==> src/rtl/poly_solver_if.sv <==
// Start/completed handshake bundle for the Horner polynomial evaluator.
// The master issues operands and start; the slave returns the result and its status flags.
interface poly_solver_if #(
    parameter int XW     = 8,
    parameter int DW     = 16,
    parameter int DEGREE = 2
) ();
    logic                       start;
    logic [XW-1:0]              X;
    logic [(DEGREE+1)*DW-1:0]   coef;
    logic [DW-1:0]              result;
    logic                       zero;
    logic                       overflow;
    logic                       completed;
    logic                       busy;

    modport master (
        output start, X, coef,
        input  result, zero, overflow, completed, busy
    );

    modport slave (
        input  start, X, coef,
        output result, zero, overflow, completed, busy
    );
endinterface

==> src/rtl/poly_solver.sv <==
// Sequential polynomial evaluator using Horner's method, one multiply-accumulate per clock.
// Handles signed or unsigned operands and reports an overflow flag that stays set for the whole evaluation.
module poly_solver #(
    parameter int XW     = 8,
    parameter int DW     = 16,
    parameter int DEGREE = 2,
    parameter int SIGNED = 0
) (
    input  logic         clk,
    input  logic         rst,
    poly_solver_if.slave bus
);
    // One extra bit over the exact product width holds acc*X + c without loss.
    localparam int W  = DW + XW + 1;
    localparam int CW = $clog2(DEGREE + 1);

    typedef enum logic [1:0] {IDLE, CALC, DONE} state_t;

    state_t               state_reg, state_next;
    logic [XW-1:0]        x_reg, x_next;
    logic [DEGREE*DW-1:0] coef_reg, coef_next;
    logic [DW-1:0]        acc_reg, acc_next;
    logic [CW-1:0]        cnt_reg, cnt_next;
    logic                 ovf_reg, ovf_next;
    logic [DW-1:0]        result_reg, result_next;
    logic                 zero_reg, zero_next;
    logic                 overflow_reg, overflow_next;
    logic                 completed_reg, completed_next;
    logic                 busy_reg, busy_next;

    logic [DW-1:0] coef_arr [0:DEGREE-1];
    logic [CW-1:0] idx;
    logic [DW-1:0] c_sel;
    logic [W-1:0]  acc_ext, x_ext, c_ext, prod, sum;
    logic          step_ovf;

    // c[DEGREE] seeds the accumulator directly, so only the lower terms are kept.
    genvar gi;
    generate
        for (gi = 0; gi < DEGREE; gi++) begin : g_unpack
            assign coef_arr[gi] = coef_reg[gi*DW +: DW];
        end
    endgenerate

    assign idx   = cnt_reg - CW'(1);
    assign c_sel = coef_arr[idx];

    generate
        if (SIGNED != 0) begin : g_sext
            assign acc_ext  = {{(W-DW){acc_reg[DW-1]}}, acc_reg};
            assign x_ext    = {{(W-XW){x_reg[XW-1]}}, x_reg};
            assign c_ext    = {{(W-DW){c_sel[DW-1]}}, c_sel};
            assign step_ovf = !((&sum[W-1:DW-1]) || !(|sum[W-1:DW-1]));
        end else begin : g_zext
            assign acc_ext  = {{(W-DW){1'b0}}, acc_reg};
            assign x_ext    = {{(W-XW){1'b0}}, x_reg};
            assign c_ext    = {{(W-DW){1'b0}}, c_sel};
            assign step_ovf = |sum[W-1:DW];
        end
    endgenerate

    // Modular W-bit arithmetic is exact here because the true value always fits in W bits.
    assign prod = acc_ext * x_ext;
    assign sum  = prod + c_ext;

    always_comb begin
        state_next     = state_reg;
        x_next         = x_reg;
        coef_next      = coef_reg;
        acc_next       = acc_reg;
        cnt_next       = cnt_reg;
        ovf_next       = ovf_reg;
        result_next    = result_reg;
        zero_next      = zero_reg;
        overflow_next  = overflow_reg;
        completed_next = completed_reg;
        busy_next      = busy_reg;
        case (state_reg)
            IDLE, DONE: begin
                if (bus.start) begin
                    state_next     = CALC;
                    x_next         = bus.X;
                    coef_next      = bus.coef[DEGREE*DW-1:0];
                    acc_next       = bus.coef[DEGREE*DW +: DW];
                    cnt_next       = CW'(DEGREE);
                    ovf_next       = 1'b0;
                    completed_next = 1'b0;
                    busy_next      = 1'b1;
                end
            end
            CALC: begin
                acc_next = sum[DW-1:0];
                cnt_next = cnt_reg - CW'(1);
                ovf_next = ovf_reg | step_ovf;
                if (cnt_reg == CW'(1)) begin
                    state_next     = DONE;
                    result_next    = sum[DW-1:0];
                    zero_next      = (sum[DW-1:0] == '0);
                    overflow_next  = ovf_reg | step_ovf;
                    completed_next = 1'b1;
                    busy_next      = 1'b0;
                end
            end
            default: state_next = IDLE;
        endcase
    end

    always_ff @(posedge clk) begin
        if (rst) begin
            state_reg     <= IDLE;
            x_reg         <= '0;
            coef_reg      <= '0;
            acc_reg       <= '0;
            cnt_reg       <= '0;
            ovf_reg       <= 1'b0;
            result_reg    <= '0;
            zero_reg      <= 1'b0;
            overflow_reg  <= 1'b0;
            completed_reg <= 1'b0;
            busy_reg      <= 1'b0;
        end else begin
            state_reg     <= state_next;
            x_reg         <= x_next;
            coef_reg      <= coef_next;
            acc_reg       <= acc_next;
            cnt_reg       <= cnt_next;
            ovf_reg       <= ovf_next;
            result_reg    <= result_next;
            zero_reg      <= zero_next;
            overflow_reg  <= overflow_next;
            completed_reg <= completed_next;
            busy_reg      <= busy_next;
        end
    end

    assign bus.result    = result_reg;
    assign bus.zero      = zero_reg;
    assign bus.overflow  = overflow_reg;
    assign bus.completed = completed_reg;
    assign bus.busy      = busy_reg;
endmodule

==> src/flat_wrapper.sv <==
// flat-port wrapper written by rule: the top's interface ports become plain ports
module poly_solver_flat 
#(
    parameter int XW     = 8,
    parameter int DW     = 16,
    parameter int DEGREE = 2,
    parameter int SIGNED = 0
)
  (clk, rst, bus_start, bus_X, bus_coef, bus_result, bus_zero, bus_overflow, bus_completed, bus_busy);
  poly_solver_if #(.XW(XW), .DW(DW), .DEGREE(DEGREE)) bus_i ();
  input  logic clk;
  input  logic rst;
  input wire logic [$bits(bus_i.start)-1:0] bus_start;
  input wire logic [$bits(bus_i.X)-1:0] bus_X;
  input wire logic [$bits(bus_i.coef)-1:0] bus_coef;
  output wire logic [$bits(bus_i.result)-1:0] bus_result;
  output wire logic [$bits(bus_i.zero)-1:0] bus_zero;
  output wire logic [$bits(bus_i.overflow)-1:0] bus_overflow;
  output wire logic [$bits(bus_i.completed)-1:0] bus_completed;
  output wire logic [$bits(bus_i.busy)-1:0] bus_busy;
  assign bus_i.start = bus_start;
  assign bus_i.X = bus_X;
  assign bus_i.coef = bus_coef;
  assign bus_result = bus_i.result;
  assign bus_zero = bus_i.zero;
  assign bus_overflow = bus_i.overflow;
  assign bus_completed = bus_i.completed;
  assign bus_busy = bus_i.busy;
  poly_solver #(.XW(XW), .DW(DW), .DEGREE(DEGREE), .SIGNED(SIGNED)) u_core (.clk(clk), .rst(rst), .bus(bus_i));
endmodule
==> config.mk <==
export PLATFORM = sky130hd
export DESIGN_NAME = poly_solver_flat
export DESIGN_NICKNAME = d
export VERILOG_FILES = /design/src/rtl/poly_solver_if.sv /design/src/rtl/poly_solver.sv /design/src/flat_wrapper.sv
export SDC_FILE = /design/constraint.sdc
export NUM_CORES = 1
export LEC_CHECK = 0
export CAP_MARGIN = 30
export CORE_ASPECT_RATIO = 1.4
export CORE_MARGIN = 5
export CORE_UTILIZATION = 25
export CTS_CLUSTER_DIAMETER = 120
export DETAILED_ROUTE_END_ITERATION = 16
export PLACE_DENSITY_LB_ADDON = 0.3
export SYNTH_ARGS = -nofsm -noshare
export SYNTH_HDL_FRONTEND = slang
export SYNTH_SLANG_ARGS = --single-unit
==> constraint.sdc <==
create_clock -name clk -period 8.6 [get_ports clk]
set_clock_uncertainty 0.1 [all_clocks]
set_input_delay 1.29 -clock clk [delete_from_list [all_inputs] [get_ports clk]]
set_output_delay 1.29 -clock clk [all_outputs]
set_load 0.05 [all_outputs]
==> flow_metrics.py, run 1 <==
metrics = {
    "power_and_ir_drop": {
        "max-vdd-ir-drop_v": 0.0000829,
        "leakage_nw": 4.12,
        "powerDensity_mw_per_mm2": 125,
        "finalPower_mw": 1.20,
    },
    "global_routing": {
        "gr-total-overflow": 0,
        "grt_pass1_wl_um": 38600,
        "grtUsageTotal": 0.133,
        "grt_max_degree": 82,
        "grt_pass1_vias": 7248,
        "antenna_found_initial": 0,
    },
    "worst_setup_path": {
        "crit_top_cell": "fa_1",
        "required_ns": 8.69,
        "crit_arrival_ns": 7.09,
        "critPathSlowestCell": "dfxtp_1",
        "critPathMaxFanout": 17,
        "crit_path_end_kind": "flop",
        "crit_path_cell_trace": "and2_1 > fa_1 > fa_1 > fa_1 > inv_1 > fa_1 > inv_1 > ha_1 > o211ai_1 > o21a_1 > xnor2_1 > ha_1 > a211o_1 > o41ai_1 > o21ai_0 > or4_1 > a21oi_2 > a2bb2oi_2 > a211oi_1",
        "cpPeakStageDelay_ns": 0.79,
        "startpoint_type": "flop",
        "crit_type": "reg2reg",
    },
    "yosys": {
        "yosysWarnings": 0,
        "netlist_area_sq_mm": 0.00815,
        "synth_most_common_cell": "nand2_1",
        "synth_cells": 991,
        "synth_mux_area_frac": 0.0233,
        "synthTopCellsByArea": "fa_1, dfxtp_1, ha_1",
        "synth_fa_ha_area_frac": 0.304,
        "ys_ff_latch": 81,
        "syn-num-nets": 1197,
        "syn_avg_cell_area_sq_um": 8.22,
        "yosys_most_used_dff": "dfxtp_1",
        "yosys-top-cells-count": "nand2_1, a21oi_1, and2_1, inv_1, fa_1",
        "synth_top_cell_area_share": 0.209,
        "synth_edf_count": 0,
        "yosysSeqAreaShare": 0.199,
        "synthArstFlopShare": 0,
        "synthXorXnorAreaFrac": 0.0352,
        "synth_top_family_by_area": "adder cells",
        "synth_compound_area_frac": 0.143,
        "yosys.area_share.simple": 0.221,
        "synth_top_cell_by_area": "fa_1",
        "synth_cell_types": 59,
    },
    "timing": {
        "rsz0062_at_grt": "false",
        "max_slew.worst_pin.slew_ns": 0.935,
        "slew_headroom": 0.377,
        "layout_setup_ws_ns": 1.60,
        "setup_tns_ns": 0,
        "hold_viol": 0,
        "whs_ns": 0.350,
        "maxSlewViolCount": 0,
        "fin_crit_sh": 0.814,
        "min_period_ns": 7.00,
        "finalSetupViolCount": 0,
        "fmax_ghz": 0.143,
    },
    "routing": {
        "first_pass_iters": 5,
        "drt-total-wl_um": 23300,
        "drc": 0,
        "drtAntennaViolNets": 0,
        "drt_iter0_drc": 381,
        "vias": 6795,
        "wire_per_inst_um": 15.7,
        "viasPerCell": 4.59,
    },
    "placed_design": {
        "place_area_sq_mm": 0.00930,
        "io_buffers": 78,
        "pre_cts_ws_ns": 1.69,
        "placedCellCount": 1466,
        "hpwlAfterDp_um": 18500,
        "finalWeightedCongestion": 0.876,
    },
    "clock_network": {
        "cts_buffer_depth": 2,
        "postCtsHoldBufs": 0,
        "cts_buffers": 9,
        "cts-root-buf": "clkbuf_16",
        "clk_latency_ns": 0.35,
        "clkSlewWorstSetupHoldPaths_ns": 0.07,
        "clkSinkCount": 81,
        "htree_levels": 3,
        "cts_tree": "built",
        "post_cts_buffers": 0,
        "ctsResizeCount": 0,
    },
    "finish": {
        "diodes": 0,
        "syn_to_final_growth_pct": 17.9,
        "multiInputGateArea_sq_mm": 0.00593,
        "fin_nets": 1243,
        "utilization": 0.297,
        "stdcell_area_sq_mm": 0.00960,
        "n_fill_cell": 3479,
        "largest_reg_flops": 32,
        "final_cells": 1482,
        "drive_above_1_share": 0.0509,
        "ff_latch_area_sq_mm": 0.00162,
    },
    "floorplanning": {
        "die_h_um": 224,
        "start_util": 0.252,
        "die_area_sq_mm": 0.0363,
        "fp-row-count": 78,
        "ios": 79,
        "die-width_um": 163,
        "core_sq_mm": 0.0323,
    },
    "status": {
        "status": "complete, no violations",
    },
    "hold_path": {
        "worstHoldPathType": "reg2reg",
    },
    "run": {
        "drv_cap": 0,
    },
}
critical path: cells and delay by family, from the launching register on:
family                     cells  cell delay [ns]
xor gates and xnor gates       1             0.14
DFF                            1             0.79
AOI/OAI and AO/OA              8             2.20
buffers and inverters          2             0.10
and+or+nand+nor                2             0.75
adders and majority gates      6             2.77
cells by family (layout without fill, tap and decap cells):
logic type / after synthesis / in the layout
AND/OR/NAND/NOR: 375 / 375
AO/OA/AOI/OAI: 194 / 194
adder cells (fa/ha/maj): 147 / 147
buffers and inverters: 146 / 197
flip-flops: 81 / 81
XOR/XNOR: 31 / 31
multiplexers: 17 / 17
per-layer routing:
metal	part of all wire	vias up	wire, um	global-route usage
li1	-	3325	-	-
met1	0.43	3314	10000	0.160
met2	0.52	126	12200	0.244
met3	0.022	30	513	0.0127
met4	0.024	0	554	0.0474
met5	0	-	0	0
cells in the final DEF (no fill, tap or decap), types with 16 or more instances in the layout:
master | Yosys | layout
fa_1 | 85 | 85
o21ai_0 | 21 | 21
and2_1 | 98 | 98
clkdlybuf4s50_1 | 0 | 77
ha_1 | 62 | 62
inv_1 | 98 | 98
a21oi_1 | 102 | 102
nor2_1 | 42 | 41
xnor2_1 | 19 | 19
nand2_1 | 180 | 180
dfxtp_1 | 81 | 81
mux2_2 | 16 | 16
power breakdown:
part | switching [mW] | internal [mW]
Combinational | 0.203 | 0.139
Clock | 0.177 | 0.235
Sequential | 0.0434 | 0.399
Total | 0.423 | 0.773
cell type report:
type                       count  area share
timing repair buffer          83      0.0868
inverter                      98      0.0383
multi-input combinational    764       0.617
sequential                    81       0.169
clock inverter                 5     0.00651
clock buffer                  11      0.0253
tap                          440      0.0573
final timing paths:
path / startpoint / endpoint / slack [ns] / depth (start not counted)
min: u_core.coef_reg[15]$_SDFFE_PP0P_ / u_core.coef_reg[15]$_SDFFE_PP0P_ / 0.35 / 2
max reg2reg: u_core.x_reg[2]$_SDFFE_PP0P_ / u_core.ovf_reg$_SDFFE_PP0P_ / 1.60 / 19
max: u_core.x_reg[2]$_SDFFE_PP0P_ / u_core.ovf_reg$_SDFFE_PP0P_ / 1.60 / 19
min reg2reg: u_core.coef_reg[15]$_SDFFE_PP0P_ / u_core.coef_reg[15]$_SDFFE_PP0P_ / 0.35 / 2
No activity file was read; power rests on OpenSTA's default activity.
==> inputs of run 2 (changes only) <==
==> constraint.sdc (replaced) <==
create_clock -name clk -period 7.1 [get_ports clk]
set_clock_uncertainty 0.1 [all_clocks]
set_input_delay 1.065 -clock clk [delete_from_list [all_inputs] [get_ports clk]]
set_output_delay 1.065 -clock clk [all_outputs]
set_load 0.05 [all_outputs]
==> run 2 against run 1 <==
  * Worst hold slack improved by 0.0025 ns
  * First-iteration DRC count is 16% lower
  * Flip-flop and latch count is the same
  * Wire length is 1.8% higher
  * Via count about the same
  * Cell count grew 0.40%
  * Utilization is 0.18 points higher
  * Critical path depth increased by 4
  * Count of clock-buffer cells in the layout unchanged
  * Critical path type unchanged
  * Clock power up 21%
  * Register-to-register slack got worse by 1.3 ns
==> flow_metrics.py, run 2 (synthesis gave the netlist of run 1 again) <==
metrics = {
    "status": {
        "status": "complete, no violations",
    },
    "floorplanning": {
        "fp-row-count": 78,
        "die_area_sq_mm": 0.0363,
        "start_util": 0.252,
        "ios": 79,
        "die-width_um": 163,
        "die_h_um": 224,
        "core_sq_mm": 0.0323,
    },
    "finish": {
        "largest_reg_flops": 32,
        "n_fill_cell": 3494,
        "drive_above_1_share": 0.0630,
        "syn_to_final_growth_pct": 18.6,
        "fin_nets": 1249,
        "final_cell_mix": "nand2_1, a21oi_1, and2_1, inv_1, fa_1",
        "layout_commonest_cell": "nand2_1",
        "stdcell_area_sq_mm": 0.00966,
        "diodes": 0,
    },
    "global_routing": {
        "gr-total-overflow": 0,
        "grt_max_degree": 82,
        "grt_pass1_wl_um": 39500,
        "antenna_found_initial": 0,
        "grtUsageTotal": 0.136,
        "grt_pass1_vias": 7335,
    },
    "routing": {
        "drt_iter0_drc": 321,
        "vias": 6800,
        "drt-total-wl_um": 23800,
        "drc": 0,
        "viasPerCell": 4.57,
        "drtAntennaViolNets": 0,
        "wire_per_inst_um": 16.0,
        "first_pass_iters": 5,
    },
    "timing": {
        "slew_headroom": 0.383,
        "min_period_ns": 6.75,
        "maxSlewViolCount": 0,
        "rsz0062_at_grt": "false",
        "finalSetupViolCount": 0,
        "fmax_ghz": 0.148,
        "setup_tns_ns": 0,
        "hold_viol": 0,
        "max_slew.worst_pin.slew_ns": 0.925,
        "fin_crit_sh": 0.951,
    },
    "run": {
        "drv_cap": 0,
    },
    "worst_setup_path": {
        "cpPeakStageDelay_ns": 0.58,
        "crit_top_cell": "fa_1",
        "crit_type": "reg2reg",
        "crit_arrival_ns": 6.85,
        "crit_path_end_kind": "flop",
        "crit_start": "u_core.x_reg[7]$_SDFFE_PP0P_",
        "startpoint_type": "flop",
        "crit_path_cell_trace": "buf_4 > and2_1 > fa_1 > fa_1 > fa_1 > inv_1 > fa_1 > inv_1 > ha_1 > nand4_1 > a211o_1 > and3b_2 > xnor2_1 > ha_1 > nand4_1 > nor2_1 > a31oi_1 > a31oi_2 > o211ai_1 > or4_1 > a21oi_2 > a2bb2oi_2 > a211oi_1",
        "critPathMaxFanout": 16,
        "reg2reg_slack_ns": 0.35,
        "r2r-start": "u_core.x_reg[7]$_SDFFE_PP0P_",
        "required_ns": 7.19,
        "ff2ff_path_depth": 23,
        "crit_end": "u_core.ovf_reg$_SDFFE_PP0P_",
        "r2r_end": "u_core.ovf_reg$_SDFFE_PP0P_",
        "critPathSlowestCell": "fa_1",
    },
    "clock_network": {
        "cts_tree": "built",
        "clkSlewWorstSetupHoldPaths_ns": 0.07,
        "clk_latency_ns": 0.35,
        "cts_buffer_depth": 2,
        "htree_levels": 3,
        "clkSinkCount": 81,
        "post_cts_buffers": 0,
        "cts_buffers": 9,
        "cts-root-buf": "clkbuf_16",
    },
    "placed_design": {
        "io_buffers": 78,
        "finalWeightedCongestion": 0.862,
        "place_area_sq_mm": 0.00934,
        "hpwlAfterDp_um": 18900,
    },
    "power_and_ir_drop": {
        "leakage_nw": 4.15,
        "powerDensity_mw_per_mm2": 151,
        "max-vdd-ir-drop_v": 0.0000930,
    },
    "hold_path": {
        "worstHoldPathType": "reg2reg",
    },
}
-- run 2: cell types whose count changed in the layout (fill, tap and decap cells not counted), sizes merged --
cell    delta
inv        +1
clkinv     -1
buf        +6
-- run 2: routing by layer --
layer / wire, um / up-vias / part of all wire / GRT usage
met3: 683 / 36 / 0.029 / 0.0120
met4: 985 / 0 / 0.041 / 0.0623
met5: 0 / - / 0 / 0
li1: - / 3342 / - / -
met2: 12200 / 134 / 0.51 / 0.243
met1: 9920 / 3288 / 0.42 / 0.165
-- run 2: stage by stage --
| stage | setup WS (ns) | util | total power [mW] | instances | hold WS (ns) |
|---|---|---|---|---|---|
| 3_5_place_dp | 0.204 | 0.289 | 0.967 | 1472 | 0.346 |
| 2_1_floorplan | 0.698 | - | 0.816 | 991 | 0.330 |
| 6_report | 0.345 | 0.299 | 1.46 | 1488 | 0.353 |
| 5_1_grt | 0.0291 | 0.299 | 1.55 | 1488 | 0.370 |
| 4_1_cts | 0.156 | 0.299 | 1.47 | 1488 | 0.355 |
| 3_3_place_gp | 0.275 | 0.288 | 0.965 | 1471 | 0.339 |
-- run 2: final cells by class --
class                           count  area (sq um)  area share
Clock buffer                       11           243      0.0251
Clock inverter                      5          62.6     0.00647
Inverter                           98           368      0.0381
Multi-Input combinational cell    764          5930       0.614
Sequential cell                    81          1630       0.169
Tap cell                          440           551      0.0570
Timing Repair Buffer               89           878      0.0909
-- run 2: power breakdown --
part | internal [mW] | switching, mW | leakage [nW]
Combinational | 0.173 | 0.254 | 3.35
Clock | 0.285 | 0.214 | 0.143
Sequential | 0.483 | 0.0465 | 0.665
-- run 2: critical path, delay by kind of cell, from the launching register on --
| family | cells | cell delay, ns |
|---|---|---|
| buffers and inverters | 3 | 0.30 |
| xor gates and xnor gates | 1 | 0.13 |
| and+or+nand+nor | 6 | 1.43 |
| DFF | 1 | 0.32 |
| adders and majority gates | 6 | 2.99 |
| AOI/OAI and AO/OA | 7 | 1.33 |
-- run 2: worst min path at each step --
stage | start | endpoint | slack, ns | depth (start not counted)
4_1_cts | u_core.coef_reg[30]$_SDFFE_PP0P_ | u_core.coef_reg[30]$_SDFFE_PP0P_ | 0.35 | 2
2_1_floorplan | u_core.coef_reg[10]$_SDFFE_PP0P_ | u_core.coef_reg[10]$_SDFFE_PP0P_ | 0.33 | 2
3_5_place_dp | u_core.coef_reg[30]$_SDFFE_PP0P_ | u_core.coef_reg[30]$_SDFFE_PP0P_ | 0.35 | 2
6_report | u_core.coef_reg[6]$_SDFFE_PP0P_ | u_core.coef_reg[6]$_SDFFE_PP0P_ | 0.35 | 2
5_1_grt | u_core.coef_reg[16]$_SDFFE_PP0P_ | u_core.coef_reg[16]$_SDFFE_PP0P_ | 0.37 | 2
3_3_place_gp | u_core.coef_reg[11]$_SDFFE_PP0P_ | u_core.coef_reg[11]$_SDFFE_PP0P_ | 0.34 | 2
-- run 2: what timing repair did --
action / 4_1_cts / 5_1_grt
gates resized for setup: 0 / 7
hold buffers: 0 / 0
endpoints found under the setup margin: 0 / 3
